===== config.mk =====
export PLATFORM = sky130hd
export DESIGN_NAME = instr_fetch
export DESIGN_NICKNAME = d
export VERILOG_FILES = /design/src/rtl/instr_fetch.sv
export SDC_FILE = /design/constraint.sdc
export NUM_CORES = 1
export LEC_CHECK = 0
export ABC_AREA = 1
export CORE_MARGIN = 2
export CORE_UTILIZATION = 57
export DETAILED_ROUTE_END_ITERATION = 7
export GPL_TIMING_DRIVEN = 0
export PLACE_DENSITY_LB_ADDON = 0.08
export SLEW_MARGIN = 30
export SYNTH_ARGS = -nofsm -noshare
export SYNTH_HDL_FRONTEND = slang
export SYNTH_SLANG_ARGS = --single-unit

===== constraint.sdc =====
create_clock -name clk -period 5.9 [get_ports clk]
set_input_delay 1.18 -clock clk [delete_from_list [all_inputs] [get_ports clk]]
set_output_delay 1.18 -clock clk [all_outputs]
set_load 0.05 [all_outputs]

===== src/rtl/instr_fetch.sv =====
// Instruction fetch unit: issues credit-limited requests to instruction
// memory, buffers in-order responses in a small FIFO and hands them to decode.
// Redirects flush the buffer and mark still-outstanding responses as stale.
module instr_fetch #(
  parameter logic [31:0] RESET_PC = 32'h0000_0000,
  parameter int          DEPTH    = 2
) (
  input  logic        clk,
  input  logic        rst_n,
  output logic        imem_req,
  output logic [31:0] imem_addr,
  input  logic        imem_gnt,
  input  logic        imem_rvalid,
  input  logic [31:0] imem_rdata,
  input  logic        redirect_valid,
  input  logic [31:0] redirect_pc,
  output logic        id_valid,
  output logic [31:0] id_instr,
  output logic [31:0] id_pc,
  input  logic        id_ready
);

  localparam int CW = $clog2(DEPTH + 1);
  localparam int PW = (DEPTH > 1) ? $clog2(DEPTH) : 1;
  localparam logic [CW-1:0] DEPTH_C = CW'(DEPTH);

  logic [31:0]   fpc;
  logic [31:0]   rpc;
  logic [CW-1:0] outst;
  logic [CW-1:0] disc;
  logic [CW-1:0] count;
  logic [PW-1:0] rd_ptr;
  logic [PW-1:0] wr_ptr;
  logic [31:0]   pc_mem    [DEPTH];
  logic [31:0]   instr_mem [DEPTH];

  logic [CW:0]   credit_used;
  logic [31:0]   redirect_aligned;
  logic          grant;
  logic          drop;
  logic          push;
  logic          pop;
  logic          not_empty;

  // Circular pointer advance that also works for non-power-of-two depths.
  function automatic logic [PW-1:0] next_ptr(input logic [PW-1:0] p);
    return (p == PW'(DEPTH - 1)) ? '0 : p + PW'(1);
  endfunction

  // Requests in flight plus buffered words may never exceed the buffer size,
  // so every returning response is guaranteed a slot.
  assign credit_used      = {1'b0, outst} + {1'b0, count};
  assign redirect_aligned = redirect_pc & 32'hFFFF_FFFC;
  assign not_empty        = (count != '0);

  assign imem_req  = rst_n & ~redirect_valid & (credit_used < {1'b0, DEPTH_C});
  assign imem_addr = fpc;
  assign grant     = imem_req & imem_gnt;

  // A response is discarded when it belongs to a flushed stream.
  assign drop = imem_rvalid & (redirect_valid | (disc != '0));
  assign push = imem_rvalid & ~drop;

  assign id_valid = not_empty & ~redirect_valid;
  assign pop      = id_valid & id_ready;
  assign id_pc    = not_empty ? pc_mem[rd_ptr]    : '0;
  assign id_instr = not_empty ? instr_mem[rd_ptr] : '0;

  // Fetch PC advances on every accepted request and jumps on redirect.
  always_ff @(posedge clk or negedge rst_n) begin
    if (!rst_n) begin
      fpc <= RESET_PC;
    end else if (redirect_valid) begin
      fpc <= redirect_aligned;
    end else if (grant) begin
      fpc <= fpc + 32'd4;
    end
  end

  // Response PC tracks the address of the next word that will be buffered.
  always_ff @(posedge clk or negedge rst_n) begin
    if (!rst_n) begin
      rpc <= RESET_PC;
    end else if (redirect_valid) begin
      rpc <= redirect_aligned;
    end else if (push) begin
      rpc <= rpc + 32'd4;
    end
  end

  // Outstanding counter: grant adds one, response removes one, both cancel.
  always_ff @(posedge clk or negedge rst_n) begin
    if (!rst_n) begin
      outst <= '0;
    end else begin
      case ({grant, imem_rvalid})
        2'b10:   outst <= outst + CW'(1);
        2'b01:   outst <= outst - CW'(1);
        default: outst <= outst;
      endcase
    end
  end

  // Discard counter: a redirect marks every still-pending response as stale,
  // excluding one that is returning (and being dropped) in the same cycle.
  always_ff @(posedge clk or negedge rst_n) begin
    if (!rst_n) begin
      disc <= '0;
    end else if (redirect_valid) begin
      disc <= imem_rvalid ? (outst - CW'(1)) : outst;
    end else if (imem_rvalid && (disc != '0)) begin
      disc <= disc - CW'(1);
    end
  end

  // FIFO control: pointers and occupancy, cleared by redirect.
  always_ff @(posedge clk or negedge rst_n) begin
    if (!rst_n) begin
      rd_ptr <= '0;
      wr_ptr <= '0;
      count  <= '0;
    end else if (redirect_valid) begin
      rd_ptr <= '0;
      wr_ptr <= '0;
      count  <= '0;
    end else begin
      if (push) begin
        wr_ptr <= next_ptr(wr_ptr);
      end
      if (pop) begin
        rd_ptr <= next_ptr(rd_ptr);
      end
      case ({push, pop})
        2'b10:   count <= count + CW'(1);
        2'b01:   count <= count - CW'(1);
        default: count <= count;
      endcase
    end
  end

  // FIFO storage: the pc/instr pair is written at the tail on every push.
  always_ff @(posedge clk) begin
    if (push) begin
      pc_mem[wr_ptr]    <= rpc;
      instr_mem[wr_ptr] <= imem_rdata;
    end
  end

endmodule


==> flow_metrics.tcl <==
set metrics [dict create \
    pwr-share-comb_pct 43.9 \
    pin_count 168 \
    power.leakage_nw 4.812 \
    antenna_cells 0 \
    synth_top_area_cell "edfxtp_1" \
    drt-total-wl_mm 24.08 \
    critPathKind "in2out" \
    maxSlewViolCount 0 \
    synth_cell_types 45 \
    pre_cts_slack_ps 1922 \
    port_buffers 160 \
    gr-usage-met1_pct 38.13 \
    min_path_cells 2 \
    hold_viol 0 \
    die_w_um 132.7 \
    max_slew_margin_pct 53.10 \
    holdPathEnd "imem_addr[30]" \
    dpl.cell_count 1455 \
    hold_class "reg2reg" \
    seqPwrFrac_pct 34.6 \
    cts_tree "built" \
    antenna_found_initial 0 \
    syn-cell-area_mm2 0.009437 \
    clock-root-buffer "clkbuf_16" \
    fin_cells 1486 \
    cts_sinks 192 \
    worstSetupEndpointType "output port" \
    worst_setup_path_start_kind "input port" \
    placed_area_mm2 0.01152 \
    crit_required_ps 4720 \
    drt_iter0_drc 589 \
    tightest_slew_ps 703.6 \
    timing.final.crit_share_pct 67.12 \
    fillers 1221 \
    worst_slack_ps 1940 \
    critical_path_buf_inv_count 4 \
    grt_util_all_layers_pct 28.40 \
    synth-seq-cells 192 \
    worstSkewPairLatency_ps 440 \
    cpMaxStageDelayCell "clkdlybuf4s50_1" \
    cts_resized 0 \
    setup_viol 0 \
    grt_pass1_vias 7653 \
    core_mm2 0.01641 \
    grt_setup_unrepaired "no" \
    htreeDepth 4 \
    met2_usage_pct 45.22 \
    wl_per_cell_um 16.20 \
    power_density_mw_per_mm2 433.3 \
    power_w 0.005245 \
    syn_area_per_cell_um2 8.861 \
    gr-usage-met3_pct 5.709 \
    timing.fmax_mhz 252.5 \
    rr_endpoint "pc_mem[1][14]" \
    dp_hpwl_mm 17.70 \
    route.detailed.drc 0 \
    worstReg2RegStart "disc[0]" \
    intPower_w 0.002940 \
    clkPwrFrac_pct 21.5 \
    synthesis.instances 1065 \
    r2r_slack_ps 3570 \
    synth_top_cell_area_share_pct 39.46 \
    critPathMaxFanout 10 \
    areaGrowthSynthToFinish_pct 28.28 \
    swShare_pct 43.95 \
    hp-start "imem_addr[30]" \
    start_util_pct 57.52 \
    p_switching_w 0.002305 \
    numCtsBuffers 17 \
    arrival_ps 2780 \
    vias 8027 \
    drive_gt1_share_pct 7.741 \
    fin_nets 1329 \
    die_area_mm2 0.01760 \
    critical_path.cell_chain "buf_6 -> buf_2 -> buf_1 -> nor2_1 -> clkdlybuf4s50_1" \
    fin_worst_skew_ps 8.882 \
    layout_min_cycle_time_ps 3960 \
    top_usage_layer "met2" \
    post_cts_buffers 0 \
    gp_congestion 0.9690 \
    dieHeight_um 132.7 \
    overflow 0 \
    post-route-cell-area_mm2 0.01211 \
    via_per_inst 5.402 \
    cts_hold_buf 0 \
    grt_pass1_wl_mm 38.88 \
    final_antenna_net_count 0 \
    ys_seq_area_share_pct 57.49 \
    r2r_cells 8 \
    critPathTopFamily "buffers and inverters" \
    synth_area_leaders "edfxtp_1 (39%), dfrtp_1 (18%), nand2_1 (14%)" \
    cpPeakStageDelay_ps 720 \
    max-cap-violations 0 \
    first_pass_iters 5 \
    path_clk_slew_ps 70 \
    run_status "complete, no violations" \
    irDropWorstVdd_mv 0.2522 \
    grt_start_max_net_pins 42 \
    max-clock-path-buffers 2 \
    num_rows 47 \
    ys_warn_count 0 \
]
-- stage by stage --
stage	hold slack (ps)	setup TNS (ps)	util, %
after floorplan	485.5	0	-
after global placement	532.0	-95420	69.02
after detailed placement	546.1	0	70.23
after CTS	558.9	0	73.78
after global routing	577.0	0	73.78
final	556.1	0	73.78
-- routing by layer --
| layer | share of wire (%) | vias up |
|---|---|---|
| met5 | 0 | - |
| li1 | - | 3894 |
| met3 | 7.6 | 57 |
| met2 | 47 | 346 |
| met4 | 3.4 | 0 |
| met1 | 42 | 3730 |
-- how the worst max path moves through the flow --
stage / depth (start not counted) / to / slack, ps / start
2_1_floorplan: 5 / instr_mem[0][0] / 1140 / redirect_valid
3_3_place_gp: 5 / instr_mem[0][3] / -770 / imem_rvalid
3_5_place_dp: 5 / id_valid / 1920 / redirect_valid
4_1_cts: 5 / id_valid / 1920 / redirect_valid
5_1_grt: 6 / id_instr[29] / 1770 / rd_ptr
6_report: 5 / id_valid / 1940 / redirect_valid
-- final cells by class --
type | count | area [µm²] | area share [%]
Sequential cell | 192 | 5425 | 44.82
Multi-Input combinational cell | 750 | 3503 | 28.94
Timing Repair Buffer | 167 | 1784 | 14.74
Clock buffer | 17 | 425.4 | 3.514
Inverter | 86 | 330.3 | 2.729
Tap cell | 220 | 275.3 | 2.274
Buffer | 40 | 203.9 | 1.685
Clock inverter | 14 | 157.7 | 1.302
-- power groups by stage --
stage                     clock, W  sequential, W  combinational (W)
final                      0.00113        0.00182            0.00230
after global routing       0.00119        0.00184            0.00245
after CTS                  0.00114        0.00181            0.00230
after detailed placement         0        0.00184            0.00229
after global placement           0        0.00184            0.00224
after floorplan                  0        0.00192            0.00141
-- synth_stat cells (all sizes together) --
master,instances
xor2,11
nand3b,6
a21oi,81
o211ai,9
nor3,16
mux2,1
and2,1
ha,4
o22ai,1
inv,86
nor4,1
clkbuf,20
o21bai,4
conb,1
a31oi,4
dfrtp,68
edfxtp,124
fa,1
o311ai,2
nand4,9
o221ai,1
nor2,108
nand2,374
buf,20
or2,3
xnor2,2
o21ai,26
nand3,80
a211oi,1
-- flip-flops by register name, summed over array words and instances (netlist names) --
register,cells
pc_mem,60
count,2
disc,2
outst,2
instr_mem,64
rd_ptr,1
rpc,30
wr_ptr,1
imem_addr,30
-- worst min-delay path, cell delays in order, from the launching register on --
cell and delay (ps):
dfrtp_1 390, nand2_1 60, nand3_1 70
-- placed cells by master (no fill, tap or decap), types with 20 or more instances in the layout --
| cell | n |
|---|---|
| clkbuf_1 | 20 |
| inv_1 | 80 |
| nand2_1 | 364 |
| o21ai_0 | 22 |
| nand3_1 | 78 |
| edfxtp_1 | 124 |
| a21oi_1 | 81 |
| nor2_1 | 91 |
| dfrtp_1 | 68 |
| clkdlybuf4s50_1 | 159 |
-- cell families (layout without fill, tap and decap cells) --
group / after synthesis / after routing / share of synthesized area [%]
adder cells (fa/ha/maj): 5 / 5 / 0.7425
XOR/XNOR: 13 / 13 / 1.207
other: 1 / 4 / 0.03974
AND/OR/NAND/NOR: 598 / 598 / 27.30
buffers and inverters: 126 / 324 / 5.662
multiplexers: 1 / 1 / 0.1193
AO/OA/AOI/OAI: 129 / 129 / 7.438
flip-flops: 192 / 192 / 57.49
(Power assumes the default switching activity.)
